**config.mk**
```make
export PLATFORM = sky130hd
export DESIGN_NAME = as_cmd_scheduler
export DESIGN_NICKNAME = d
export VERILOG_FILES = /design/src/rtl/as_cmd_scheduler_pkg.sv /design/src/rtl/as_cmd_fifo.sv /design/src/rtl/as_cmd_scheduler.sv
export SDC_FILE = /design/constraint.sdc
export NUM_CORES = 1
export LEC_CHECK = 0
export CORE_ASPECT_RATIO = 2
export CORE_MARGIN = 4
export CORE_UTILIZATION = 58
export CTS_CLUSTER_DIAMETER = 100
export DETAILED_ROUTE_END_ITERATION = 12
export PLACE_DENSITY = 0.87
export SYNTH_ARGS = -nofsm -noshare
export SYNTH_HDL_FRONTEND = slang
export SYNTH_SLANG_ARGS = --single-unit
export TNS_END_PERCENT = 5
```
**constraint.sdc**
```tcl
create_clock -name clk -period 7.61 [get_ports clk]
set_input_delay 1.522 -clock clk [delete_from_list [all_inputs] [get_ports clk]]
set_output_delay 1.522 -clock clk [all_outputs]
set_load 0.05 [all_outputs]
```
**src/rtl/as_cmd_scheduler_pkg.sv**
```systemverilog
`default_nettype none
// ============================================================================
// Module      : as_cmd_scheduler_pkg
// Description : Shared defaults and FSM state encoding for the command-queue
//               front end of the upsample/route address sequencer.
// Revision    : 1.0 - initial release
// ============================================================================
package as_cmd_scheduler_pkg;

  // Default field widths and queue depth.
  localparam int unsigned DEF_W_SIZE    = 9;
  localparam int unsigned DEF_W_CHANNEL = 11;
  localparam int unsigned DEF_FM_AW     = 16;
  localparam int unsigned DEF_TAG_W     = 4;
  localparam int unsigned DEF_CMD_DEPTH = 4;

  // Scheduler FSM: pop -> check -> start pulse -> wait for done.
  typedef enum logic [1:0] {
    ST_IDLE  = 2'd0,
    ST_CHK   = 2'd1,
    ST_START = 2'd2,
    ST_BUSY  = 2'd3
  } sched_state_t;

endpackage
`default_nettype wire

```
**src/rtl/as_cmd_fifo.sv**
```systemverilog
`default_nettype none
// ============================================================================
// Module      : as_cmd_fifo
// Description : Synchronous show-ahead command FIFO. Pointers carry an extra
//               wrap bit to tell full from empty; ready is registered.
// Revision    : 1.0 - initial release
// ============================================================================
module as_cmd_fifo #(
  parameter int DEPTH = 4,
  parameter int WIDTH = 72
) (
  input  logic             clk,
  input  logic             rst,
  input  logic             i_push,
  output logic             o_rdy,
  input  logic [WIDTH-1:0] i_wr_data,
  input  logic             i_pop,
  output logic             o_empty,
  output logic [WIDTH-1:0] o_rd_data
);

  localparam int c_aw = $clog2(DEPTH);

  logic [WIDTH-1:0] r_mem [DEPTH];
  logic [c_aw:0]    r_wr_ptr;
  logic [c_aw:0]    r_rd_ptr;
  logic [c_aw:0]    w_wr_ptr_nxt;
  logic [c_aw:0]    w_rd_ptr_nxt;
  logic             r_rdy;
  logic             w_push;
  logic             w_pop;
  logic             w_empty;
  logic             w_full_nxt;

  assign w_empty      = (r_wr_ptr == r_rd_ptr);
  assign w_push       = i_push & r_rdy;
  assign w_pop        = i_pop & ~w_empty;
  assign w_wr_ptr_nxt = r_wr_ptr + {{c_aw{1'b0}}, w_push};
  assign w_rd_ptr_nxt = r_rd_ptr + {{c_aw{1'b0}}, w_pop};
  // Full when the pointers point at the same slot but on different laps.
  assign w_full_nxt   = (w_wr_ptr_nxt[c_aw] != w_rd_ptr_nxt[c_aw]) &&
                        (w_wr_ptr_nxt[c_aw-1:0] == w_rd_ptr_nxt[c_aw-1:0]);

  assign o_rdy     = r_rdy;
  assign o_empty   = w_empty;
  assign o_rd_data = r_mem[r_rd_ptr[c_aw-1:0]];

  // Pointer and ready registers; ready reflects fullness after this edge.
  always_ff @(posedge clk or posedge rst) begin
    if (rst) begin
      r_wr_ptr <= '0;
      r_rd_ptr <= '0;
      r_rdy    <= 1'b0;
    end else begin
      r_wr_ptr <= w_wr_ptr_nxt;
      r_rd_ptr <= w_rd_ptr_nxt;
      r_rdy    <= ~w_full_nxt;
    end
  end

  // Storage array, written only on an accepted push.
  always_ff @(posedge clk) begin
    if (w_push) begin
      r_mem[r_wr_ptr[c_aw-1:0]] <= i_wr_data;
    end
  end

endmodule
`default_nettype wire

```
**src/rtl/as_cmd_scheduler.sv**
```systemverilog
`default_nettype none
// ============================================================================
// Module      : as_cmd_scheduler
// Description : Queues packed layer commands, then runs them one at a time:
//               latch fields, validate, compute row stride, pulse start,
//               wait for done and report completion with the command tag.
// Revision    : 1.0 - initial release
// ============================================================================
module as_cmd_scheduler
  import as_cmd_scheduler_pkg::*;
#(
  parameter int W_SIZE    = DEF_W_SIZE,
  parameter int W_CHANNEL = DEF_W_CHANNEL,
  parameter int FM_AW     = DEF_FM_AW,
  parameter int TAG_W     = DEF_TAG_W,
  parameter int CMD_DEPTH = DEF_CMD_DEPTH,
  localparam int CMD_W    = 1 + 2*W_SIZE + 3*W_CHANNEL + FM_AW + TAG_W
) (
  input  logic                    clk,
  input  logic                    rst,
  input  logic                    i_cmd_vld,
  output logic                    o_cmd_rdy,
  input  logic [CMD_W-1:0]        i_cmd_data,
  output logic                    o_cmd_done,
  output logic                    o_cmd_err,
  output logic [TAG_W-1:0]        o_cmd_tag,
  output logic                    o_busy,
  output logic                    q_as_mode,
  output logic [W_SIZE-1:0]       q_width,
  output logic [W_SIZE-1:0]       q_height,
  output logic [W_CHANNEL-1:0]    q_channel,
  output logic [W_CHANNEL-1:0]    q_channel_out,
  output logic [W_SIZE+W_CHANNEL-1:0] q_row_stride,
  output logic [FM_AW-1:0]        q_route_offset,
  output logic [W_CHANNEL-1:0]    q_route_chn_offset,
  output logic                    q_as_start,
  input  logic                    i_as_done
);

  // Command field positions, LSB first.
  localparam int c_mode_lsb  = 0;
  localparam int c_width_lsb = c_mode_lsb + 1;
  localparam int c_hght_lsb  = c_width_lsb + W_SIZE;
  localparam int c_chan_lsb  = c_hght_lsb + W_SIZE;
  localparam int c_chout_lsb = c_chan_lsb + W_CHANNEL;
  localparam int c_roff_lsb  = c_chout_lsb + W_CHANNEL;
  localparam int c_rchn_lsb  = c_roff_lsb + FM_AW;
  localparam int c_tag_lsb   = c_rchn_lsb + W_CHANNEL;

  sched_state_t     r_state;
  sched_state_t     w_state_nxt;
  logic [CMD_W-1:0] w_head;
  logic             w_empty;
  logic             w_pop;
  logic             w_set_start;
  logic             w_set_done;
  logic             w_set_err;
  logic             w_load_stride;
  logic             w_cmd_bad;
  logic             r_done_seen;
  logic [TAG_W-1:0] r_tag;
  logic [W_CHANNEL:0] w_route_top;

  as_cmd_fifo #(
    .DEPTH (CMD_DEPTH),
    .WIDTH (CMD_W)
  ) u_fifo (
    .clk       (clk),
    .rst       (rst),
    .i_push    (i_cmd_vld),
    .o_rdy     (o_cmd_rdy),
    .i_wr_data (i_cmd_data),
    .i_pop     (w_pop),
    .o_empty   (w_empty),
    .o_rd_data (w_head)
  );

  // Route writes span [route_chn_offset, route_chn_offset+channel); one extra bit avoids wrap.
  assign w_route_top = {1'b0, q_channel} + {1'b0, q_route_chn_offset};
  assign w_cmd_bad   = (q_width == '0) || (q_height == '0) || (q_channel == '0) ||
                       (q_channel_out < q_channel) ||
                       (q_as_mode && ({1'b0, q_channel_out} < w_route_top));

  assign o_busy = ~w_empty || (r_state != ST_IDLE);

  // State register.
  always_ff @(posedge clk or posedge rst) begin
    if (rst) begin
      r_state <= ST_IDLE;
    end else begin
      r_state <= w_state_nxt;
    end
  end

  // Next-state and per-cycle control strobes.
  always_comb begin
    w_state_nxt   = r_state;
    w_pop         = 1'b0;
    w_set_start   = 1'b0;
    w_set_done    = 1'b0;
    w_set_err     = 1'b0;
    w_load_stride = 1'b0;
    unique case (r_state)
      ST_IDLE: begin
        if (!w_empty) begin
          w_pop       = 1'b1;
          w_state_nxt = ST_CHK;
        end
      end
      ST_CHK: begin
        if (w_cmd_bad) begin
          w_set_done  = 1'b1;
          w_set_err   = 1'b1;
          w_state_nxt = ST_IDLE;
        end else begin
          w_load_stride = 1'b1;
          w_state_nxt   = ST_START;
        end
      end
      ST_START: begin
        w_set_start = 1'b1;
        w_state_nxt = ST_BUSY;
      end
      ST_BUSY: begin
        if (r_done_seen) begin
          w_set_done  = 1'b1;
          w_state_nxt = ST_IDLE;
        end
      end
      default: w_state_nxt = ST_IDLE;
    endcase
  end

  // Sequencer done is only meaningful while a command is running.
  always_ff @(posedge clk or posedge rst) begin
    if (rst) begin
      r_done_seen <= 1'b0;
    end else begin
      r_done_seen <= i_as_done && (r_state == ST_BUSY);
    end
  end

  // Registered outputs: config latched on pop, pulses for start/done.
  always_ff @(posedge clk or posedge rst) begin
    if (rst) begin
      o_cmd_done         <= 1'b0;
      o_cmd_err          <= 1'b0;
      o_cmd_tag          <= '0;
      q_as_start         <= 1'b0;
      q_as_mode          <= 1'b0;
      q_width            <= '0;
      q_height           <= '0;
      q_channel          <= '0;
      q_channel_out      <= '0;
      q_row_stride       <= '0;
      q_route_offset     <= '0;
      q_route_chn_offset <= '0;
      r_tag              <= '0;
    end else begin
      o_cmd_done <= w_set_done;
      o_cmd_err  <= w_set_err;
      q_as_start <= w_set_start;
      if (w_set_done) begin
        o_cmd_tag <= r_tag;
      end
      if (w_pop) begin
        q_as_mode          <= w_head[c_mode_lsb];
        q_width            <= w_head[c_width_lsb +: W_SIZE];
        q_height           <= w_head[c_hght_lsb  +: W_SIZE];
        q_channel          <= w_head[c_chan_lsb  +: W_CHANNEL];
        q_channel_out      <= w_head[c_chout_lsb +: W_CHANNEL];
        q_route_offset     <= w_head[c_roff_lsb  +: FM_AW];
        q_route_chn_offset <= w_head[c_rchn_lsb  +: W_CHANNEL];
        r_tag              <= w_head[c_tag_lsb   +: TAG_W];
      end
      if (w_load_stride) begin
        q_row_stride <= {{W_CHANNEL{1'b0}}, q_width} * {{W_SIZE{1'b0}}, q_channel};
      end
    end
  end

endmodule
`default_nettype wire

```
Word-level counts from Yosys, hierarchy flattened
Memories as Yosys holds them, arrays and structs flattened. A register that Yosys moved wholly into a read port is not among the register bits.
Cells that the tools add are included.

operators by class
  equality and inequality tests = 8
  magnitude comparators = 2
  $add $sub $neg = 3
  muxes and demuxes = 15
  bitwise gates (word level) = 4
  div/mod/pow operators = 0
  shift operators = 0
  reductions and logical operators = 14
  multipliers = 1

operators by type and width
  kind                                                             count
  9-bit by 11-bit multiplier with 20-bit output                    1
  9-bit logical NOT                                                2
  11-bit by 11-bit adder with 12-bit output                        1
  11-bit by 12-bit < comparator with 1-bit output                  1
  11-bit logical NOT                                               1
  11-bit < comparator                                              1
  1-bit 2-to-1 mux                                                 10
  2-bit case mux with 4 select lines                               1
  3-bit by 1-bit adder with 3-bit output                           2
  2-bit 2-to-1 mux                                                 3
  1-bit logical OR                                                 5
  2-bit == test, second input constant                             2
  2-bit inequality test, second input constant                     2
  3-bit == test                                                    1
  1-bit logical AND                                                3
  1-bit bitwise AND                                                2
  2-bit by 1-bit == test with 1-bit output, second input constant  1
  2-bit == test                                                    1
  2-bit logical NOT                                                1
  1-bit inverter                                                   2
  1-bit case mux with 2 select lines                               1
  2-bit AND reduction                                              1
  2-bit nonzero test                                               1
  1-bit inequality test                                            1

word-level totals
  bits in writable memories = 288
  ROM bits = 0
  memories kept = 1
  logic and storage cells = 58
  input port bits = 76
  bits in latches = 0
  bits in registers = 37
  output and inout port bits = 97

memory list
  name          words  width  read ports  clocked after Yosys merged registers in  write ports  line               RTL
  u_fifo.r_mem  4      72     1           1                                        1            as_cmd_fifo.sv:24  logic [WIDTH-1:0] r_mem [DEPTH];

Logic depth before layout (Yosys ltp)
Gate-level depths: netlist (run 1).

  depth after elaboration = 8
  mapped depth = 20
  gate-level depth less buffers = 19

By module
Synthesis (run 1) repeated with hierarchy kept, for this count alone.

unflattened totals
  cell total of the unflattened synthesis = 1163
  area, all modules = 18721.7 um^2

by module, submodules not included
  module            times used  seq. area each (um^2)  area an instance (um^2)  cells an instance
  as_cmd_fifo       1           8823.5                 10712.8                  405
  as_cmd_scheduler  1           2552.4                 8008.9                   758

Least setup slack after synthesis (run 1)
OpenSTA, ideal clock, no wires.

  path type = input-to-reg
  start point = input port i_cmd_vld
  end point = memory u_fifo.r_mem[2][0], enable pin
  arrival = 6.934 ns
  slack = 0.070 ns
  required time = 7.004 ns
  setup time = 0.606 ns
  cell stages on the path = 2
  path buffers = 0
  path through = nand2_1 > nor3b_1

between the ends
  word-level cells in the longest chain between the ends = 3

ends and longest elaborated chain
  element                                 line                    RTL
  start, declared                         as_cmd_scheduler.sv:21  input logic i_cmd_vld,
  1-bit bitwise AND                       as_cmd_fifo.sv:36       assign w_push = i_push & r_rdy;
  1-bit 2-to-1 mux                        as_cmd_fifo.sv:63       if (w_push) begin
  1-bit 2-to-1 mux (not written as such)  as_cmd_fifo.sv:64       r_mem[r_wr_ptr[c_aw-1:0]] <= i_wr_data;
  end, declared                           as_cmd_fifo.sv:24

Every way passes these cells.

Final worst setup path (run 1)
  start point = register q_channel[0], read port of u_fifo.r_mem
  end point = register q_row_stride[18]

between the ends
  word-level cells in the longest chain between the ends = 6
  elaborated cells on any way between the ends = 11
  those cells by class = add/sub (1); mul (1); order compare (2); mux (2); reduce/logical (5)

ends and longest elaborated chain
  element                                                                                     line                                            RTL
  start, declared                                                                             as_cmd_scheduler.sv:31                          output logic [W_CHANNEL-1:0] q_channel,
  11-bit by 11-bit adder with 12-bit output / 11-bit logical NOT (equally long branches)      as_cmd_scheduler.sv:79, as_cmd_scheduler.sv:80
  11-bit by 12-bit < comparator with 1-bit output / 1-bit logical OR (equally long branches)  as_cmd_scheduler.sv:82, as_cmd_scheduler.sv:80
  1-bit logical AND / 1-bit logical OR (equally long branches)                                as_cmd_scheduler.sv:82, as_cmd_scheduler.sv:80
  1-bit logical OR                                                                            as_cmd_scheduler.sv:81                          (q_channel_out < q_channel) ||
  1-bit 2-to-1 mux                                                                            as_cmd_scheduler.sv:111                         if (w_cmd_bad) begin
  1-bit 2-to-1 mux                                                                            as_cmd_scheduler.sv:103                         unique case (r_state)
  end signal, assigned                                                                        as_cmd_scheduler.sv:177                         q_row_stride <= {{W_CHANNEL{1'b0}}, q_width} * {{W_SIZE{1'b0}}, q_channel};
  end, declared                                                                               as_cmd_scheduler.sv:33                          output logic [W_SIZE+W_CHANNEL-1:0] q_row_stride,

Several ways; a longest one is shown, not always the timed one.
A chain may end at the register's enable or synchronous reset.

==> results of run 1 <==
-- routing by layer --
metal / track usage [%] / share of wire [%] / up-vias
li1: - / - / 4584
met1: 25.2 / 32 / 5306
met2: 45.3 / 57 / 314
met3: 4.02 / 5.0 / 120
met4: 12.5 / 5.7 / 0
met5: 0 / 0 / -
-- cells in the mapped netlist (2+ instances only) --
| library cell | n |
|---|---|
| sky130_fd_sc_hd__a21oi_1 | 19 |
| sky130_fd_sc_hd__o221ai_1 | 2 |
| sky130_fd_sc_hd__mux4_2 | 72 |
| sky130_fd_sc_hd__and2_1 | 54 |
| sky130_fd_sc_hd__inv_1 | 115 |
| sky130_fd_sc_hd__nand2_1 | 74 |
| sky130_fd_sc_hd__and3_1 | 4 |
| sky130_fd_sc_hd__nand3_1 | 13 |
| sky130_fd_sc_hd__buf_6 | 2 |
| sky130_fd_sc_hd__o21ai_0 | 25 |
| sky130_fd_sc_hd__a21oi_2 | 2 |
| sky130_fd_sc_hd__dfrtp_1 | 109 |
| sky130_fd_sc_hd__a31oi_1 | 3 |
| sky130_fd_sc_hd__nor4_1 | 4 |
| sky130_fd_sc_hd__clkbuf_1 | 35 |
| sky130_fd_sc_hd__edfxtp_1 | 288 |
| sky130_fd_sc_hd__nand2b_1 | 5 |
| sky130_fd_sc_hd__ha_1 | 75 |
| sky130_fd_sc_hd__o2111ai_1 | 2 |
| sky130_fd_sc_hd__mux2_1 | 5 |
| sky130_fd_sc_hd__nand3b_1 | 2 |
| sky130_fd_sc_hd__nor3_1 | 12 |
| sky130_fd_sc_hd__nor3b_1 | 5 |
| sky130_fd_sc_hd__mux2_4 | 16 |
| sky130_fd_sc_hd__buf_2 | 5 |
| sky130_fd_sc_hd__o21a_1 | 3 |
| sky130_fd_sc_hd__a211oi_1 | 5 |
| sky130_fd_sc_hd__mux2_2 | 61 |
| sky130_fd_sc_hd__nor2_1 | 16 |
| sky130_fd_sc_hd__xor2_1 | 14 |
| sky130_fd_sc_hd__o21bai_1 | 3 |
| sky130_fd_sc_hd__fa_1 | 65 |
| sky130_fd_sc_hd__nor2b_1 | 5 |
| sky130_fd_sc_hd__a21o_1 | 6 |
| sky130_fd_sc_hd__buf_1 | 7 |
| sky130_fd_sc_hd__or3_1 | 3 |
| sky130_fd_sc_hd__xnor2_1 | 13 |
| sky130_fd_sc_hd__mux2i_1 | 3 |
-- kinds of logic (layout without fill, tap and decap cells) --
| kind of cell | after synthesis | after routing | share of synthesized area [%] |
|---|---|---|---|
| xor+xnor | 27 | 27 | 1.27 |
| simple gates | 202 | 202 | 5.54 |
| other cells | 0 | 5 | 0 |
| buf+inv | 164 | 363 | 3.41 |
| mux | 157 | 157 | 14.1 |
| fa+ha+maj | 140 | 140 | 12.0 |
| flops | 397 | 397 | 61.0 |
| compound gates | 79 | 79 | 2.72 |
-- critical path, stage by stage, from the launching register on --
cell                        delay (ns)
sky130_fd_sc_hd__dfrtp_1          0.65
sky130_fd_sc_hd__nand2_1          0.17
sky130_fd_sc_hd__fa_1             0.53
sky130_fd_sc_hd__fa_1             0.54
sky130_fd_sc_hd__inv_1            0.05
sky130_fd_sc_hd__fa_1             0.53
sky130_fd_sc_hd__inv_1            0.05
sky130_fd_sc_hd__fa_1             0.52
sky130_fd_sc_hd__inv_1            0.04
sky130_fd_sc_hd__ha_1             0.34
sky130_fd_sc_hd__o21a_1           0.13
sky130_fd_sc_hd__o31a_1           0.11
sky130_fd_sc_hd__o21ai_1          0.22
sky130_fd_sc_hd__a21oi_1          0.17
sky130_fd_sc_hd__a2111oi_0        0.86
sky130_fd_sc_hd__o311ai_0         0.24
sky130_fd_sc_hd__mux2_4           0.31
-- stage by stage --
stage          std cells  worst slack [ns]  hold slack, ns  cell area [um2]
6_report            1793              2.04           0.498            22000
5_1_grt             1793              1.71           0.525            22000
4_1_cts             1788              2.07           0.506            22000
3_5_place_dp        1724              2.09           0.491            20800
3_3_place_gp        1724              2.26           0.470            20800
2_1_floorplan       1166            0.0705           0.460            18700
-- worst paths after layout --
check,end,start,depth (start not counted),slack [ns]
min in group asynchronous,q_route_chn_offset[6]$_DFFE_PP0P_,rst,2,1.48
hold reg to reg,o_cmd_tag[0]$_DFFE_PP0P_,r_tag[0]$_DFFE_PP0P_,1,0.50
setup / recovery,q_row_stride[18]$_DFFE_PP0P_,q_channel[0]$_DFFE_PP0P_,16,2.04
hold / removal,o_cmd_tag[0]$_DFFE_PP0P_,r_tag[0]$_DFFE_PP0P_,1,0.50
setup reg to reg,q_row_stride[18]$_DFFE_PP0P_,q_channel[0]$_DFFE_PP0P_,16,2.04
max in group asynchronous,u_fifo.r_rd_ptr[0]$_DFF_PP0_,rst,3,4.76
-- sequential cells by signal (all words and copies together), names as in the netlist, named ones only --
signal	flops
o_cmd_done	1
o_cmd_err	1
o_cmd_tag	4
q_as_mode	1
q_as_start	1
q_channel	11
q_channel_out	11
q_height	9
q_route_chn_offset	11
q_route_offset	16
q_row_stride	20
q_width	9
r_done_seen	1
r_state	1
r_tag	4
u_fifo.o_rdy	1
u_fifo.r_mem	288
u_fifo.r_rd_ptr	3
u_fifo.r_wr_ptr	3
-- layout make-up --
cell class | count | share of cell area, %
diodes | 5 | 0.0570
inverters | 115 | 1.98
clock buffers | 45 | 4.53
well taps | 423 | 2.41
multi-input cells | 605 | 30.4
clock inverters | 19 | 0.575
repair buffers | 184 | 8.25
flip-flops and latches | 397 | 51.8
==> insert_results.sql, run 1 <==
INSERT INTO impl_metrics (metric_group, metric, value, unit) VALUES
('die', 'initial_core_util', '59.0', '%'),
('layout', 'final_core_utilization', '69.4', '%'),
('route', 'route.detailed.drc', '0', ''),
('layout', 'multi_input_gate_area', '6680', 'um2'),
('sta', 'transition_time_of_the_tightest_slew_check_pin', '0.956', 'ns'),
('outcome', 'outcome', 'finished, final reports clean', ''),
('clock_network', 'htree_levels', '2', ''),
('die', 'core_area', '31700', 'um2'),
('worst_setup_path', 'worstPathRequired', '8.02', 'ns'),
('layout', 'final_common_cell', 'sky130_fd_sc_hd__edfxtp_1', ''),
('clock_network', 'post_cts_buffers', '0', ''),
('route', 'dr.first_iter.drc_count', '621', ''),
('synth', 'synth_top_flop_cell', 'sky130_fd_sc_hd__edfxtp_1', ''),
('sta', 'max-slew-margin-rel', '34.6', '%'),
('synth', 'post-synth-top-area-fraction', '46.3', '%'),
('layout', 'layout.filler_cells', '2054', ''),
('sta', 'rsz0062_at_grt', 'no', ''),
('clock_network', 'postCtsResizedCells', '0', ''),
('clock_network', 'clk_pin_slew_worst_setup_hold_paths', '0.07', 'ns'),
('clock_network', 'worstSkewPairLatency', '0.53', 'ns'),
('clock_network', 'cts.path.max_buffers', '3', ''),
('die', 'fp.dieW', '135', 'um'),
('synth', 'synth.avg_cell_area', '16.0', 'um2'),
('sta', 'fmax', '179', 'MHz'),
('grt', 'grtUsageTotal', '24.0', '%'),
('die', 'floorplan_die_area', '35300', 'um2'),
('layout', 'final-seq-area', '11400', 'um2'),
('sta', 'finalSetupViolCount', '0', ''),
('synth', 'synth_cell_type_count', '52', ''),
('sta', 'fin_setup_tns', '0', 'ns'),
('placement', 'placement.io_buffers', '172', ''),
('clock_network', 'tritoncts', 'built', ''),
('clock_network', 'tritoncts_num_sinks', '397', ''),
('worst_setup_path', 'crit_path_start_kind', 'flop', ''),
('clock_network', 'clock_root_buffer', 'sky130_fd_sc_hd__clkbuf_16', ''),
('route', 'wl_per_cell', '23.0', 'um'),
('clock_network', 'hold_fix_buffers_cts', '0', ''),
('clock_network', 'number_of_buffers_created_by_cts', '35', ''),
('grt', 'grt_start_max_net_pins', '70', ''),
('worst_setup_path', 'worst-setup-path-type', 'reg -> reg', ''),
('sta', 'final_max_slew_viol_count', '0', ''),
('layout', 'drive_gt1_share', '16.9', '%'),
('synth', 'ys_async_sr_fraction', '27.5', '%'),
('synth', 'syn_area', '18700', 'um2'),
('grt', 'grt_remaining_overflow', '0', ''),
('synth', 'syn-instance-count', '1166', ''),
('die', 'num_io_pins', '173', ''),
('route', 'detail_route.wirelength', '41200', 'um'),
('synth', 'synthesis.yosys.warnings', '0', ''),
('die', 'std_cell_rows', '92', ''),
('synth', 'synth_area_leaders', 'sky130_fd_sc_hd__edfxtp_1, sky130_fd_sc_hd__dfrtp_1, sky130_fd_sc_hd__mux4_2', ''),
('synth', 'yosys_register_bits', '397', ''),
('grt', 'grt_pass1_vias', '11400', ''),
('sta', 'final.period_utilization', '73.2', '%'),
('placement', 'gp_routability_congestion', '0.879', ''),
('min_path', 'min_path_type', 'reg -> reg', ''),
('layout', 'areaGrowthSynthToFinish', '17.7', '%'),
('route', 'drt_first_pass_iters', '7', ''),
('worst_setup_path', 'worst-path-max-fanout', '14', ''),
('route', 'drt.antenna.violating_nets', '0', ''),
('grt', 'grt_pass1_wl', '63700', 'um'),
('worst_setup_path', 'worst_ep_arrival_time', '5.98', 'ns'),
('layout', 'layout_common_cells', 'sky130_fd_sc_hd__edfxtp_1, sky130_fd_sc_hd__clkdlybuf4s50_1, sky130_fd_sc_hd__inv_1, sky130_fd_sc_hd__dfrtp_1, sky130_fd_sc_hd__ha_1', ''),
('sta', 'finalClockSkew', '0.0142', 'ns'),
('synth', 'synth_nets', '1382', ''),
('die', 'die_h', '262', 'um'),
('sta', 'fin_crit', '5.57', 'ns'),
('layout', 'layout.nets', '1554', ''),
('route', 'drt-vias-per-instance', '5.76', ''),
('synth', 'netlist.top_cell.by_area', 'sky130_fd_sc_hd__edfxtp_1', ''),
('synth', 'yosysSeqAreaShare', '61.0', '%'),
('placement', 'dp_hpwl', '28100', 'um'),
('run', 'drv.max_cap_violation_count', '0', ''),
('sta', 'timing.final.hold_violations', '0', ''),
('route', 'via_count', '10300', ''),
('worst_setup_path', 'timing.critical_path.to_type', 'flop', ''),
('synth', 'synth_enable_flop_cells', '288', ''),
('grt', 'grt_antenna_before_repair', '6', '');
Power of run 1 is left out: the tool's default activity adds up to more than one toggle a clock period on the data nets, which glitch-free logic cannot reach.
==> inputs of run 2 (changes only) <==
- clock period: 7.61 -> 5.65 ns (I/O delays scaled with it)
==> insert_results.sql, run 2 (synthesis gave the netlist of run 1 again) <==
INSERT INTO impl_metrics (metric_group, metric, value, unit) VALUES
('worst_setup_path', 'cell_breakdown_of_the_critical_path', 'and2_1 -> fa_1 -> fa_1 -> fa_1 -> inv_1 -> fa_1 -> inv_1 -> ha_1 -> a21oi_1 -> o21ai_0 -> nor3_1 -> a211oi_1 -> a211o_1 -> a21oi_1 -> xnor2_1 -> mux2_1', ''),
('route', 'via_count', '10400', ''),
('layout', 'multi_input_gate_area', '6680', 'um2'),
('grt', 'groute.layer.met2.usage', '46.8', '%'),
('clock_network', 'tritoncts_num_sinks', '397', ''),
('layout', 'layout.nets', '1565', ''),
('route', 'wl_per_cell', '23.2', 'um'),
('sta', 'finalClockSkew', '0.0137', 'ns'),
('grt', 'grt_pass1_vias', '11800', ''),
('clock_network', 'clock_root_buffer', 'sky130_fd_sc_hd__clkbuf_16', ''),
('min_path', 'min_path_type', 'reg -> reg', ''),
('sta', 'timing.final.hold_violations', '0', ''),
('route', 'route.detailed.drc', '0', ''),
('grt', 'grt_pass1_wl', '65100', 'um'),
('run', 'drv.max_cap_violation_count', '0', ''),
('worst_setup_path', 'crit_slowest_cell', 'sky130_fd_sc_hd__dfrtp_1', ''),
('layout', 'final_common_cell', 'sky130_fd_sc_hd__edfxtp_1', ''),
('die', 'floorplan_die_area', '35300', 'um2'),
('die', 'die_h', '262', 'um'),
('grt', 'grtUsageTotal', '24.6', '%'),
('sta', 'final.period_utilization', '93.5', '%'),
('placement', 'dp_hpwl', '28700', 'um'),
('route', 'drt.antenna.violating_nets', '0', ''),
('worst_setup_path', 'cp_num_buf_inv', '2', ''),
('route', 'drt-vias-per-instance', '5.78', ''),
('layout', 'largest_register_ff_count', '288', ''),
('clock_network', 'post_cts_buffers', '0', ''),
('route', 'drt_first_pass_iters', '7', ''),
('outcome', 'outcome', 'finished, final reports clean', ''),
('clock_network', 'number_of_buffers_created_by_cts', '35', ''),
('worst_setup_path', 'crit_path_start_kind', 'flop', ''),
('worst_setup_path', 'critical_path.top_delay_family', 'adder cells', ''),
('worst_setup_path', 'critical_path.max_stage_delay', '0.70', 'ns'),
('worst_setup_path', 'timing.critical_path.to_type', 'flop', ''),
('worst_setup_path', 'worst_ep_arrival_time', '5.69', 'ns'),
('worst_setup_path', 'crit_cells', '16', ''),
('grt', 'grt_start_max_net_pins', '65', ''),
('route', 'detail_route.wirelength', '41900', 'um'),
('clock_network', 'clk_pin_slew_worst_setup_hold_paths', '0.08', 'ns'),
('worst_setup_path', 'worst-path-max-fanout', '13', ''),
('sta', 'fmax', '189', 'MHz'),
('clock_network', 'htree_levels', '2', ''),
('die', 'fp.dieW', '135', 'um'),
('die', 'num_io_pins', '173', ''),
('clock_network', 'postCtsResizedCells', '0', ''),
('sta', 'finalSetupViolCount', '0', ''),
('grt', 'grt_util_met3', '3.35', '%'),
('sta', 'fin_crit', '5.28', 'ns'),
('layout', 'layout.filler_cells', '2067', ''),
('clock_network', 'hold_fix_buffers_cts', '0', ''),
('clock_network', 'tritoncts', 'built', ''),
('grt', 'busiest_layer', 'met2', ''),
('worst_setup_path', 'worstPathRequired', '6.06', 'ns'),
('layout', 'layout_common_cells', 'sky130_fd_sc_hd__edfxtp_1, sky130_fd_sc_hd__clkdlybuf4s50_1, sky130_fd_sc_hd__inv_1, sky130_fd_sc_hd__dfrtp_1, sky130_fd_sc_hd__ha_1', ''),
('layout', 'post-route-cell-area', '22000', 'um2'),
('placement', 'post_placement_cell_area', '20900', 'um2'),
('grt', 'grt_remaining_overflow', '0', ''),
('layout', 'final_core_utilization', '69.6', '%'),
('die', 'core_area', '31700', 'um2'),
('sta', 'final_max_slew_viol_count', '0', ''),
('route', 'dr.first_iter.drc_count', '609', ''),
('layout', 'final-seq-area', '11400', 'um2'),
('layout', 'drive_gt1_share', '17.4', '%'),
('placement', 'gp_routability_congestion', '0.892', ''),
('die', 'initial_core_util', '59.0', '%'),
('worst_setup_path', 'rr_worst_depth', '16', ''),
('worst_setup_path', 'worst-setup-path-type', 'reg -> reg', ''),
('grt', 'grt_util_met1', '26.0', '%'),
('placement', 'placement.io_buffers', '172', ''),
('clock_network', 'cts.path.max_buffers', '3', ''),
('layout', 'areaGrowthSynthToFinish', '18.0', '%'),
('grt', 'grt_antenna_before_repair', '7', ''),
('worst_setup_path', 'ff2ff_setup_slack', '0.37', 'ns'),
('worst_setup_path', 'critical_path.most_common_cell', 'sky130_fd_sc_hd__fa_1', ''),
('sta', 'transition_time_of_the_tightest_slew_check_pin', '0.915', 'ns'),
('die', 'std_cell_rows', '92', ''),
('sta', 'rsz0062_at_grt', 'no', ''),
('clock_network', 'worstSkewPairLatency', '0.54', 'ns'),
('min_path', 'timing.hold.worst_path_depth', '1', ''),
('sta', 'max-slew-margin-rel', '39.0', '%');
[run 2: cell types whose count changed in the layout (fill, tap and decap cells not counted)]
cell,before,now
sky130_fd_sc_hd__buf_4,12,23
sky130_fd_sc_hd__clkinv_1,5,4
sky130_fd_sc_hd__clkbuf_8,6,3
sky130_fd_sc_hd__inv_6,4,5
sky130_fd_sc_hd__clkinv_4,3,2
sky130_fd_sc_hd__nor3b_4,0,1
sky130_fd_sc_hd__clkbuf_1,3,6
sky130_fd_sc_hd__clkinvlp_4,0,1
sky130_fd_sc_hd__nor3b_2,2,1
[run 2: layout make-up]
class	instances	area share (%)
clock buffers	45	4.38
repair buffers	195	8.60
well taps	423	2.40
inverters	115	1.97
clock inverters	19	0.591
flip-flops and latches	397	51.7
multi-input cells	605	30.3
diodes	5	0.0568
[run 2: final timing paths]
check,startpoint,end
max in group asynchronous,rst,u_fifo.r_rd_ptr[1]$_DFF_PP0_
worst max register to register,q_channel[5]$_DFFE_PP0P_,q_row_stride[19]$_DFFE_PP0P_
worst max-delay path,q_channel[5]$_DFFE_PP0P_,q_row_stride[19]$_DFFE_PP0P_
worst min register to register,r_tag[1]$_DFFE_PP0P_,o_cmd_tag[1]$_DFFE_PP0P_
min in group asynchronous,rst,q_route_chn_offset[5]$_DFFE_PP0P_
worst min-delay path,r_tag[1]$_DFFE_PP0P_,o_cmd_tag[1]$_DFFE_PP0P_
[run 2: metrics by stage]
stage	setup slack [ns]	instances	hold WS (ns)	TNS (ns)
3_3_place_gp	0.566	1735	0.469	0
5_1_grt	0.0986	1804	0.531	0
3_5_place_dp	0.450	1735	0.492	0
4_1_cts	0.416	1799	0.505	0
6_report	0.370	1804	0.501	0
2_1_floorplan	-1.49	1166	0.460	-185.40
[run 2: per-layer routing]
metal  wire length (um)  vias up
met5                  0        -
met4               2140        0
met3               1940      120
met2              23900      339
met1              13900     5350
li1                   -     4618
Power of run 2 is left out for the same reason.
